==> src/rtl/debounce_pkg.sv <==
// rtl/debounce_pkg.sv - state encodings and default qualification length for debounce_fsm
package debounce_pkg;

  // Legacy-compatible 2-bit state encodings; bit 1 doubles as the debounced level.
  typedef logic [1:0] state_t;

  localparam logic [1:0] ZERO  = 2'b00;
  localparam logic [1:0] WAIT1 = 2'b01;
  localparam logic [1:0] ONE   = 2'b10;
  localparam logic [1:0] WAIT0 = 2'b11;

  // Number of consecutive cycles a new switch value must hold before it is accepted.
  localparam int DEFAULT_STABLE_CYCLES = 500000;

endpackage

==> src/rtl/debounce_sync.sv <==
// rtl/debounce_sync.sv - two-flop synchronizer for the raw switch input
module debounce_sync (
  input  logic clk,
  input  logic reset,
  input  logic d,
  output logic q
);

  logic sync1_q, sync1_d;
  logic sync2_q, sync2_d;

  // Shift the asynchronous input through two stages.
  always_comb begin
    sync1_d = d;
    sync2_d = sync1_q;
  end

  // Both stages clear to 0 so the FSM never sees a spurious high after reset.
  always_ff @(posedge clk) begin
    if (reset) begin
      sync1_q <= 1'b0;
      sync2_q <= 1'b0;
    end else begin
      sync1_q <= sync1_d;
      sync2_q <= sync2_d;
    end
  end

  assign q = sync2_q;

endmodule

==> src/rtl/debounce_fsm.sv <==
// rtl/debounce_fsm.sv - switch debouncer: four-state FSM with down-counter; DEBOUNCE_SYNC_EN adds a 2-flop input synchronizer
module debounce_fsm
  import debounce_pkg::*;
#(
  parameter int STABLE_CYCLES = DEFAULT_STABLE_CYCLES
) (
  input  logic clk,
  input  logic reset,
  input  logic sw,
  output logic db_level,
  output logic db_rise,
  output logic db_fall
);

  localparam int CNT_W = $clog2(STABLE_CYCLES);
  localparam logic [CNT_W-1:0] CNT_LOAD = CNT_W'(STABLE_CYCLES - 1);
  localparam logic [CNT_W-1:0] CNT_ONE  = CNT_W'(1);

  logic sw_s;

`ifdef DEBOUNCE_SYNC_EN
  debounce_sync u_sync (
    .clk   (clk),
    .reset (reset),
    .d     (sw),
    .q     (sw_s)
  );
`else
  // Source is already synchronous to clk; feed it straight to the FSM.
  assign sw_s = sw;
`endif

  state_t           state_q, state_d;
  logic [CNT_W-1:0] cnt_q, cnt_d;
  logic             rise_q, rise_d;
  logic             fall_q, fall_d;

  // Next-state, counter and tick logic; a single old-value sample in WAITx aborts qualification.
  always_comb begin
    state_d = state_q;
    cnt_d   = cnt_q;
    rise_d  = 1'b0;
    fall_d  = 1'b0;
    case (state_q)
      ZERO: begin
        if (sw_s) begin
          state_d = WAIT1;
          cnt_d   = CNT_LOAD;
        end
      end
      WAIT1: begin
        if (!sw_s) begin
          state_d = ZERO;
        end else if (cnt_q == '0) begin
          state_d = ONE;
          rise_d  = 1'b1;
        end else begin
          cnt_d = cnt_q - CNT_ONE;
        end
      end
      ONE: begin
        if (!sw_s) begin
          state_d = WAIT0;
          cnt_d   = CNT_LOAD;
        end
      end
      WAIT0: begin
        if (sw_s) begin
          state_d = ONE;
        end else if (cnt_q == '0) begin
          state_d = ZERO;
          fall_d  = 1'b1;
        end else begin
          cnt_d = cnt_q - CNT_ONE;
        end
      end
      default: begin
        state_d = ZERO;
      end
    endcase
  end

  // State, counter and registered tick outputs.
  always_ff @(posedge clk) begin
    if (reset) begin
      state_q <= ZERO;
      cnt_q   <= '0;
      rise_q  <= 1'b0;
      fall_q  <= 1'b0;
    end else begin
      state_q <= state_d;
      cnt_q   <= cnt_d;
      rise_q  <= rise_d;
      fall_q  <= fall_d;
    end
  end

  // Moore decode: the level is high while accepted-high, including while qualifying a release.
  assign db_level = (state_q == ONE) || (state_q == WAIT0);
  assign db_rise  = rise_q;
  assign db_fall  = fall_q;

endmodule
==> config.mk <==
export PLATFORM = sky130hd
export DESIGN_NAME = debounce_fsm
export DESIGN_NICKNAME = d
export VERILOG_FILES = /design/src/rtl/debounce_pkg.sv /design/src/rtl/debounce_sync.sv /design/src/rtl/debounce_fsm.sv
export SDC_FILE = /design/constraint.sdc
export NUM_CORES = 1
export LEC_CHECK = 0
export ABC_AREA = 1
export BUFFER_PORTS_ARGS = -buffer_cell sky130_fd_sc_hd__buf_4
export CAP_MARGIN = 20
export CORE_UTILIZATION = 55
export CTS_CLUSTER_SIZE = 10
export DETAILED_ROUTE_END_ITERATION = 10
export GPL_ROUTABILITY_DRIVEN = 0
export HOLD_SLACK_MARGIN = 0.08
export PLACE_DENSITY = 0.7
export SLEW_MARGIN = 20
export SYNTH_ARGS = -nofsm -noshare
export SYNTH_HDL_FRONTEND = slang
export SYNTH_SLANG_ARGS = --single-unit
==> constraint.sdc <==
create_clock -name clk -period 2.6 [get_ports clk]
set_clock_uncertainty 0.05 [all_clocks]
set_input_delay 0 -clock clk [delete_from_list [all_inputs] [get_ports clk]]
set_output_delay 0 -clock clk [all_outputs]
set_load 0.05 [all_outputs]
==> results of run 1 <==
flip-flops by register name, indices dropped and copies added (netlist names), named ones only:
name and count:
cnt_q 19, db_fall 1, db_rise 1, state_q 1
final timing paths:
path,start,slack (ps),depth (start not counted),to
min,flip-flop,430,1,db_rise
max reg2reg,cnt_q[0],650,7,db_fall
min reg2reg,flip-flop,430,1,db_rise
max,cnt_q[0],650,7,db_fall
synth_stat cells:
cell type,instances
o21ai_0,2
xnor2_1,1
a21oi_1,4
nand2_1,64
nand2_2,2
ha_1,1
xor2_1,1
nor3_2,1
buf_8,1
inv_1,21
nand3_1,24
a211oi_1,1
nor2_2,1
nand3b_1,1
nor2_1,50
a21oi_2,9
nor2_4,2
nor4_1,3
nand2_8,1
or2_2,2
nand3_4,1
clkbuf_1,4
inv_4,1
o21bai_1,1
dfxtp_1,23
buf_6,1
per-layer routing:
metal	global-route usage	vias to the layer above
li1	-	709
met1	0.336	612
met2	0.369	19
met3	0.0261	5
met4	0.105	0
met5	0	-
worst reg2reg max path, cell delays in order, from the launching register on:
cell and delay [ps]:
dfxtp_1 340, inv_1 150, ha_1 210, nand2_2 120, nor2_4 160, nand3_4 140, nor4_1 170, dlygate4sd3_1 560
cell type report:
cell class | instances | area, µm² | area share
multi-input cells | 172 | 830 | 0.548
well taps | 30 | 37.5 | 0.0248
flip-flops and latches | 23 | 460 | 0.304
repair buffers | 9 | 75.1 | 0.0496
clock buffers | 4 | 26.3 | 0.0174
inverters | 22 | 85.1 | 0.0562
repair_timing:
item / 4_1_cts / 5_1_grt
hold buffers: 3 / 0
hold endpoints to repair: 20 / 0
gates resized for setup: 0 / 0
setup buffers: 0 / 0
through the flow:
stage	std cells	cell area (µm²)	util	hold WS [ps]
floorplan	223	1420	-	28.7
global placement	253	1460	0.594	144
detailed placement	253	1460	0.594	153
CTS	260	1510	0.617	440
global route	260	1510	0.617	466
finish	260	1510	0.617	430
kinds of logic (layout without fill, tap and decap cells):
kind of cell,Yosys count,count (layout),share of synthesized area
fa+ha+maj,1,1,0.00883
buf+inv,28,35,0.0892
simple gates,152,152,0.477
flops,23,23,0.325
compound gates,17,17,0.0875
xor+xnor,2,2,0.0124
where the power goes:
part	internal [W]	leakage, nW	switching [W]	total (W)
Sequential	0.000373	0.189	0.0000214	0.000395
Clock	0.0000600	0.0150	0.000105	0.000165
Combinational	0.0000793	0.466	0.000151	0.000230
==> results.md, run 1 <==
* Worst Path Required at 2820 ps
* Clock tree sinks at 23
* Total power at 0.000789 W
* Rows at 18
* Flops & latches, synth at 23
* Number of antenna diodes at 0
* Share of layout cells above drive strength 1 at 0.126
* CTS tree: done
* Clock Tree Buf Depth at 2
* Worst Path Arrival at 2160 ps
* Detailed-route via count at 1345
* Total congestion overflow at 0
* Cell variety after synth at 26
* Worst Hold Class: reg -> reg
* Clk_lat worst skew at 310 ps
* Syn Nets at 227
* Synth Cell Area at 1420 µm²
* DRT met1 WL at 1.47 mm
* Top cells by area, synth: dfxtp_1 (33%), nand2_1 (17%), nor2_1 (13%), nand3_1 (8.5%), a21oi_2 (5.6%)
* CP Buf/Inv Count at 2
* Leak at 0.669 nW
* Setup WS post-layout at 654 ps
* Synthesized netlist cell count at 223
* Max IR drop VDD at 0.503 mV
* Largest delay share family, worst path: buffers and inverters
* Worst setup EP type: flip-flop
* Final antenna-violating net count at 0
* Register area share after synthesis at 0.325
* Max Fclk at 514 MHz
* Clock root cell: clkbuf_4
* Vias in the first global route at 1120
* Core area at 2450 µm²
* HPWL after DPL at 2.07 mm
* Pwr/cell area at 521 nW/µm²
* First-pass DRT Iterations at 4
* Commonest non-fill, non-tap cell in the layout: nand2_1
* Crit path max fanout at 7
* RSZ-0062 raised after global routing: no
* WL per Instance at 11.0 µm
* Critical-path top delay cell: dlygate4sd3_1
* Most frequent cells in the layout: nand2_1 (64), nor2_1 (50), nand3_1 (24)
* Setup TNS at 0 ps
* Syn avg cell area at 6.35 µm²
* Least-Margin Pin Slew at 426 ps
* Maxcap violations at 0
* Die height at 52.7 µm
* 1st-iter DRT viols at 25
* Area share of the largest cell type after synthesis at 0.325
* DRC Markers at 0
* Nets@finish at 235
* CP Cell Sequence: inv_1, ha_1, nand2_2, nor2_4, nand3_4, nor4_1, dlygate4sd3_1
* Met3 wire len at 71 µm
* Fin crit share at 0.748
* Setup WS pre-CTS at 881 ps
* Die area at 2780 µm²
* Initial Utilization at 0.577
* Fillers at 246
* CTS buffer count at 3
* Die width at 52.7 µm
* Port Buffers at 5
* Initial antenna violation count at 0
* Gr usage total at 0.241
* First-pass GRT wire length at 4.91 mm
* Max-slew headroom at 0.714
* H-tree depth at 1
* CP max stage delay at 560 ps
* Critical path type: reg -> reg
* P&R area growth vs syn at 6.89%
* Synth warn at 0
* Yosys top cell by area: dfxtp_1
* Final wirelength at 2.86 mm
* Routed wl met2 at 1.27 mm
* Final Hold Fails at 0
* I/O pin cnt at 6
* Largest net degree at the start of global routing at 22
* Top layer used by detailed routing: met4
* Slew Viols, Final at 0
* Min Tclk post-route at 1950 ps
* Status: complete, no violations
* Worst setup SP type: flip-flop
* Final setup viols at 0
* Clock edge transition at the registers on the reported setup and hold paths at 120 ps
* Via density at 5.17
Power figures use the tool's default switching activity.
==> inputs of run 2 (changes only) <==
Clock period 2.6 ns to 1.9 ns, I/O delays scaled along.
==> run 2 against run 1 <==
- sequential cell count unchanged
- wire length rose by 0.45%
- power rose by 37%
- hold slack lost 45 ps
- highest routed layer unchanged
- worst setup slack worse by 470 ps
- sequential share of layout area rose by 0.10 points
- final area fell by 0.33%
- non-clock buffer count shrank 1
- critical path type unchanged
- clock power rose by 38%
==> results.md, run 2 (synthesis gave the netlist of run 1 again) <==
* Status: complete, no violations
* Clk_lat worst skew at 310 ps
* Critical path type: reg -> reg
* WL per Instance at 11.1 µm
* Initial Utilization at 0.577
* Leak at 0.664 nW
* Multi-input gate area at 830 µm²
* Final wirelength at 2.88 mm
* Setup TNS at 0 ps
* DRC Markers at 0
* CTS buffer count at 3
* Min Tclk post-route at 1710 ps
* Fin Hold WS at 385 ps
* H-tree depth at 1
* Fin util at 0.615
* Maxcap violations at 0
* Core area at 2450 µm²
* Setup WS pre-CTS at 158 ps
* I/O pin cnt at 6
* RSZ-0062 raised after global routing: no
* Most frequent cells in the layout: nand2_1 (64), nor2_1 (50), nand3_1 (24)
* Vias in the first global route at 1194
* Slew Viols, Final at 0
* Worst Path Required at 2060 ps
* Clock root cell: clkbuf_4
* Total power at 0.00108 W
* P&R area growth vs syn at 6.54%
* Largest register FFs at 19
* Detailed-route via count at 1332
* CTS tree: done
* First-pass GRT wire length at 5.11 mm
* Worst Path Arrival at 1870 ps
* Clock edge transition at the registers on the reported setup and hold paths at 130 ps
* Least-Margin Pin Slew at 399 ps
* Biggest register: cnt_q
* Port Buffers at 5
* Share of layout cells above drive strength 1 at 0.127
* Gr usage total at 0.247
* Worst setup SP type: flip-flop
* Initial antenna violation count at 0
* First-pass DRT Iterations at 4
* Clock tree sinks at 23
* Die area at 2780 µm²
* Max IR drop VDD at 0.486 mV
* Final setup viols at 0
* CP max stage delay at 350 ps
* Crit path max fanout at 19
* Fillers at 243
* Nets@finish at 234
* Setup WS post-layout at 187 ps
* 1st-iter DRT viols at 30
* Worst setup EP type: flip-flop
* Clock Tree Buf Depth at 2
* Number of antenna diodes at 0
* Total congestion overflow at 0
* Max-slew headroom at 0.731
* CP Cell Sequence: inv_1, ha_1, nand2_2, nor2_4, nand3_4, nand2_8, inv_8, o21ai_0, a21oi_2
* Die width at 52.7 µm
* Largest net degree at the start of global routing at 22
* Fin crit share at 0.902
* Via density at 5.14
* Critical-path top delay cell: dfxtp_1
* Reg area at 460 µm²
* Final antenna-violating net count at 0
* Worst Hold Class: in -> reg
* Largest delay share family, worst path: simple AND/OR/NAND/NOR gates
* Die height at 52.7 µm
* Rows at 18
* Commonest non-fill, non-tap cell in the layout: nand2_1
* Max Fclk at 584 MHz
* HPWL after DPL at 2.09 mm
* Pwr/cell area at 718 nW/µm²
* CP Buf/Inv Count at 2
* Final Hold Fails at 0
[run 2: layout make-up]
class,count,share of cell area
multi-input cells,172,0.550
repair buffers,8,0.0431
inverters,22,0.0597
flip-flops and latches,23,0.305
well taps,30,0.0249
clock buffers,4,0.0174
[run 2: worst register-to-register path, stage by stage (launching register included)]
cell	delay, ps
dfxtp_1	350
inv_1	140
ha_1	210
nand2_2	120
nor2_4	160
nand3_4	140
nand2_8	180
inv_8	80
o21ai_0	110
a21oi_2	70
[run 2: layer usage]
metal / global-route usage / vias up / share of wire
met1: 0.325 / 594 / 0.49
li1: - / 713 / -
met3: 0.0261 / 4 / 0.026
met4: 0.0789 / 0 / 0.011
met5: 0 / - / 0
met2: 0.418 / 21 / 0.47
[run 2: timing repair]
action,in CTS,in global routing
buffers inserted,0,0
hold buffers,2,0
gates resized for setup,0,2
hold endpoints to repair,20,0
setup endpoints to repair,0,6
[run 2: path summary, 6_finish.rpt]
check | slack, ps | end | cells after the start | from
max reg2reg | 190 | cnt_q[0] | 9 | cnt_q[0]
min reg2reg | 450 | db_rise | 1 | flip-flop
max | 190 | cnt_q[0] | 9 | cnt_q[0]
min | 390 | db_fall | 3 | sw
[run 2: power breakdown]
| group | total (W) | internal [W] | switching (W) |
|---|---|---|---|
| logic | 0.000315 | 0.000109 | 0.000206 |
| clock network | 0.000227 | 0.0000819 | 0.000146 |
| registers | 0.000540 | 0.000511 | 0.0000292 |
| total | 0.00108 | 0.000702 | 0.000381 |
[run 2: per-stage QoR]
step                      cell area, µm²  cells
final                               1510    259
after global routing                1510    259
after CTS                           1500    259
after detailed placement            1460    253
after global placement              1460    253
after floorplan                     1420    223
==> inputs of run 3 (changes only) <==
Settings changed: ABC_CLOCK_PERIOD_IN_PS set to 1500, CORE_UTILIZATION 55 to 54, PLACE_DENSITY 0.7 to 0.72.
Clock period 1.9 ns to 1.5 ns, I/O delays scaled along.
==> run 3 against run 2 <==
- the flow now finishes with violations (negative setup slack)
- die area is 1.8% higher
- hold slack worse by 30 ps
- via count grew 16%
- core utilization increased by 13 points
- largest power group unchanged
==> results.md, run 3 (synthesis gave the netlist of run 1 again) <==
* CP Cell Sequence: nor2_2, nand2_2, nor2_4, nand3_4, nand2_8, buf_6, nor2_1, nand2_1, nand2_1, nor2_1
* First-pass GRT wire length at 5.57 mm
* Flop2flop setup slack at -100 ps
* R2r worst-path depth at 10
* DRC Markers at 0
* Clk_lat worst skew at 320 ps
* Setup TNS at -322 ps
* Placed inst area at 1630 µm²
* Die width at 53.2 µm
* Final setup viols at 10
* Setup WS pre-CTS at -28.7 ps
* Critical path type: reg -> reg
* Final Hold Fails at 0
* Commonest non-fill, non-tap cell in the layout: nand2_1
* Max-slew headroom at 0.771
* Core area at 2480 µm²
* H-tree depth at 1
* Failing checks: negative setup slack
* Detailed-route via count at 1544
* HPWL after DPL at 2.51 mm
* Total congestion overflow at 0
* Min-Delay Startpoint: sw
* Maxcap violations at 0
* Largest register FFs at 19
* 1st-iter DRT viols at 94
* Port Buffers at 5
* Initial antenna violation count at 0
* Worst Path Required at 1710 ps
* Worst setup EP type: flip-flop
* Nets@finish at 263
* P&R area growth vs syn at 30.3%
* Leak at 0.834 nW
* Worst Hold Class: in -> reg
* Final wirelength at 3.92 mm
* First-pass DRT Iterations at 4
* RSZ-0062 raised after global routing: yes
* Gr usage total at 0.271
* Rows at 18
* Hold Path End: db_fall
* CP max stage delay at 340 ps
* Setup WS post-layout at -96.7 ps
* Worst setup SP type: flip-flop
* Vias in the first global route at 1276
* Worst hold path cell count at 3
* Min Tclk post-route at 1600 ps
* Fillers at 188
* Largest net degree at the start of global routing at 22
* Initial Utilization at 0.572
* WL per Instance at 13.6 µm
* Number of antenna diodes at 0
* CTS buffer count at 3
* Status: complete, but fails checks
* Clock edge transition at the registers on the reported setup and hold paths at 130 ps
* Clock tree sinks at 23
* Final antenna-violating net count at 0
* Post-Layout Inst Area at 1850 µm²
* RR Startpoint: cnt_q[11]
* Clock root cell: clkbuf_4
* Slew Viols, Final at 0
* Clock Tree Buf Depth at 2
* Pwr/cell area at 856 nW/µm²
* Max Fclk at 626 MHz
* I/O pin cnt at 6
* Least-Margin Pin Slew at 342 ps
* Die area at 2830 µm²
* Biggest register: cnt_q
* Max IR drop VDD at 0.600 mV
* Fin crit share at 1.06
* CTS tree: done
* Crit path max fanout at 6
* Share of layout cells above drive strength 1 at 0.314
* R2r endpoint: cnt_q[9]
* Most frequent cells in the layout: nand2_1 (61), nor2_1 (39), buf_4 (32)
* Die height at 53.2 µm
* Worst Path Arrival at 1810 ps
* Via density at 5.36
* Critical-path top delay cell: dfxtp_1
## run 3: changes by cell type in the layout (fill, tap and decap cells not counted), moves of 3 or more
cell	change
nand2_1	-3
buf_4	+26
nor2_2	+9
nor2_1	-11
inv_1	-3
dfxtp_1	-3
## run 3: power by group
group	internal, W	leakage, nW	switching, W	total (W)
Combinational	0.000253	0.629	0.000347	0.000600
Sequential	0.000648	0.190	0.0000317	0.000680
Clock	0.000104	0.0150	0.000196	0.000300
Total	0.00101	0.834	0.000575	0.00158
## run 3: critical path: cells and delay by family (launching register included)
family / cells / cell delay [ps]
buf+inv: 1 / 130
flops: 1 / 340
simple gates: 9 / 1010
## run 3: cell type report
type,count,area [µm²],share of cell area
multi-input cells,172,911,0.494
clock buffers,4,26.3,0.0142
well taps,30,37.5,0.0203
inverters,22,92.6,0.0502
repair buffers,37,312,0.169
flip-flops and latches,23,467,0.253
## run 3: worst max-delay path by stage
| stage | from | end | cells after the start | slack (ps) |
|---|---|---|---|---|
| 6_report | cnt_q[11] | cnt_q[9] | 10 | -100 |
| 5_1_grt | cnt_q[11] | cnt_q[9] | 10 | -160 |
| 4_1_cts | cnt_q[0] | cnt_q[11] | 10 | -9 |
| 3_5_place_dp | cnt_q[0] | cnt_q[0] | 9 | -30 |
| 3_3_place_gp | cnt_q[0] | cnt_q[14] | 10 | 1 |
| 2_1_floorplan | cnt_q[4] | cnt_q[6] | 9 | 30 |
## run 3: timing repair
item,in CTS,in global routing
pin swaps,1,10
hold buffers,2,0
endpoints found under the hold margin,20,0
setup endpoints to repair,14,23
resized for setup,2,30
buffers inserted,1,9
## run 3: routing by layer
layer,vias to the layer above,GRT usage,share of wire
li1,768,-,-
met1,708,0.349,0.43
met2,55,0.465,0.49
met3,13,0.0316,0.057
met4,0,0.0833,0.030
met5,-,0,0
## run 3: stage by stage
stage	std cells	hold slack, ps	utilization	total power, W
5_1_grt	288	379	0.745	0.00166
2_1_floorplan	223	28.7	-	0.00103
3_5_place_dp	272	147	0.658	0.00117
4_1_cts	279	343	0.688	0.00148
3_3_place_gp	272	141	0.658	0.00116
6_report	288	355	0.745	0.00158
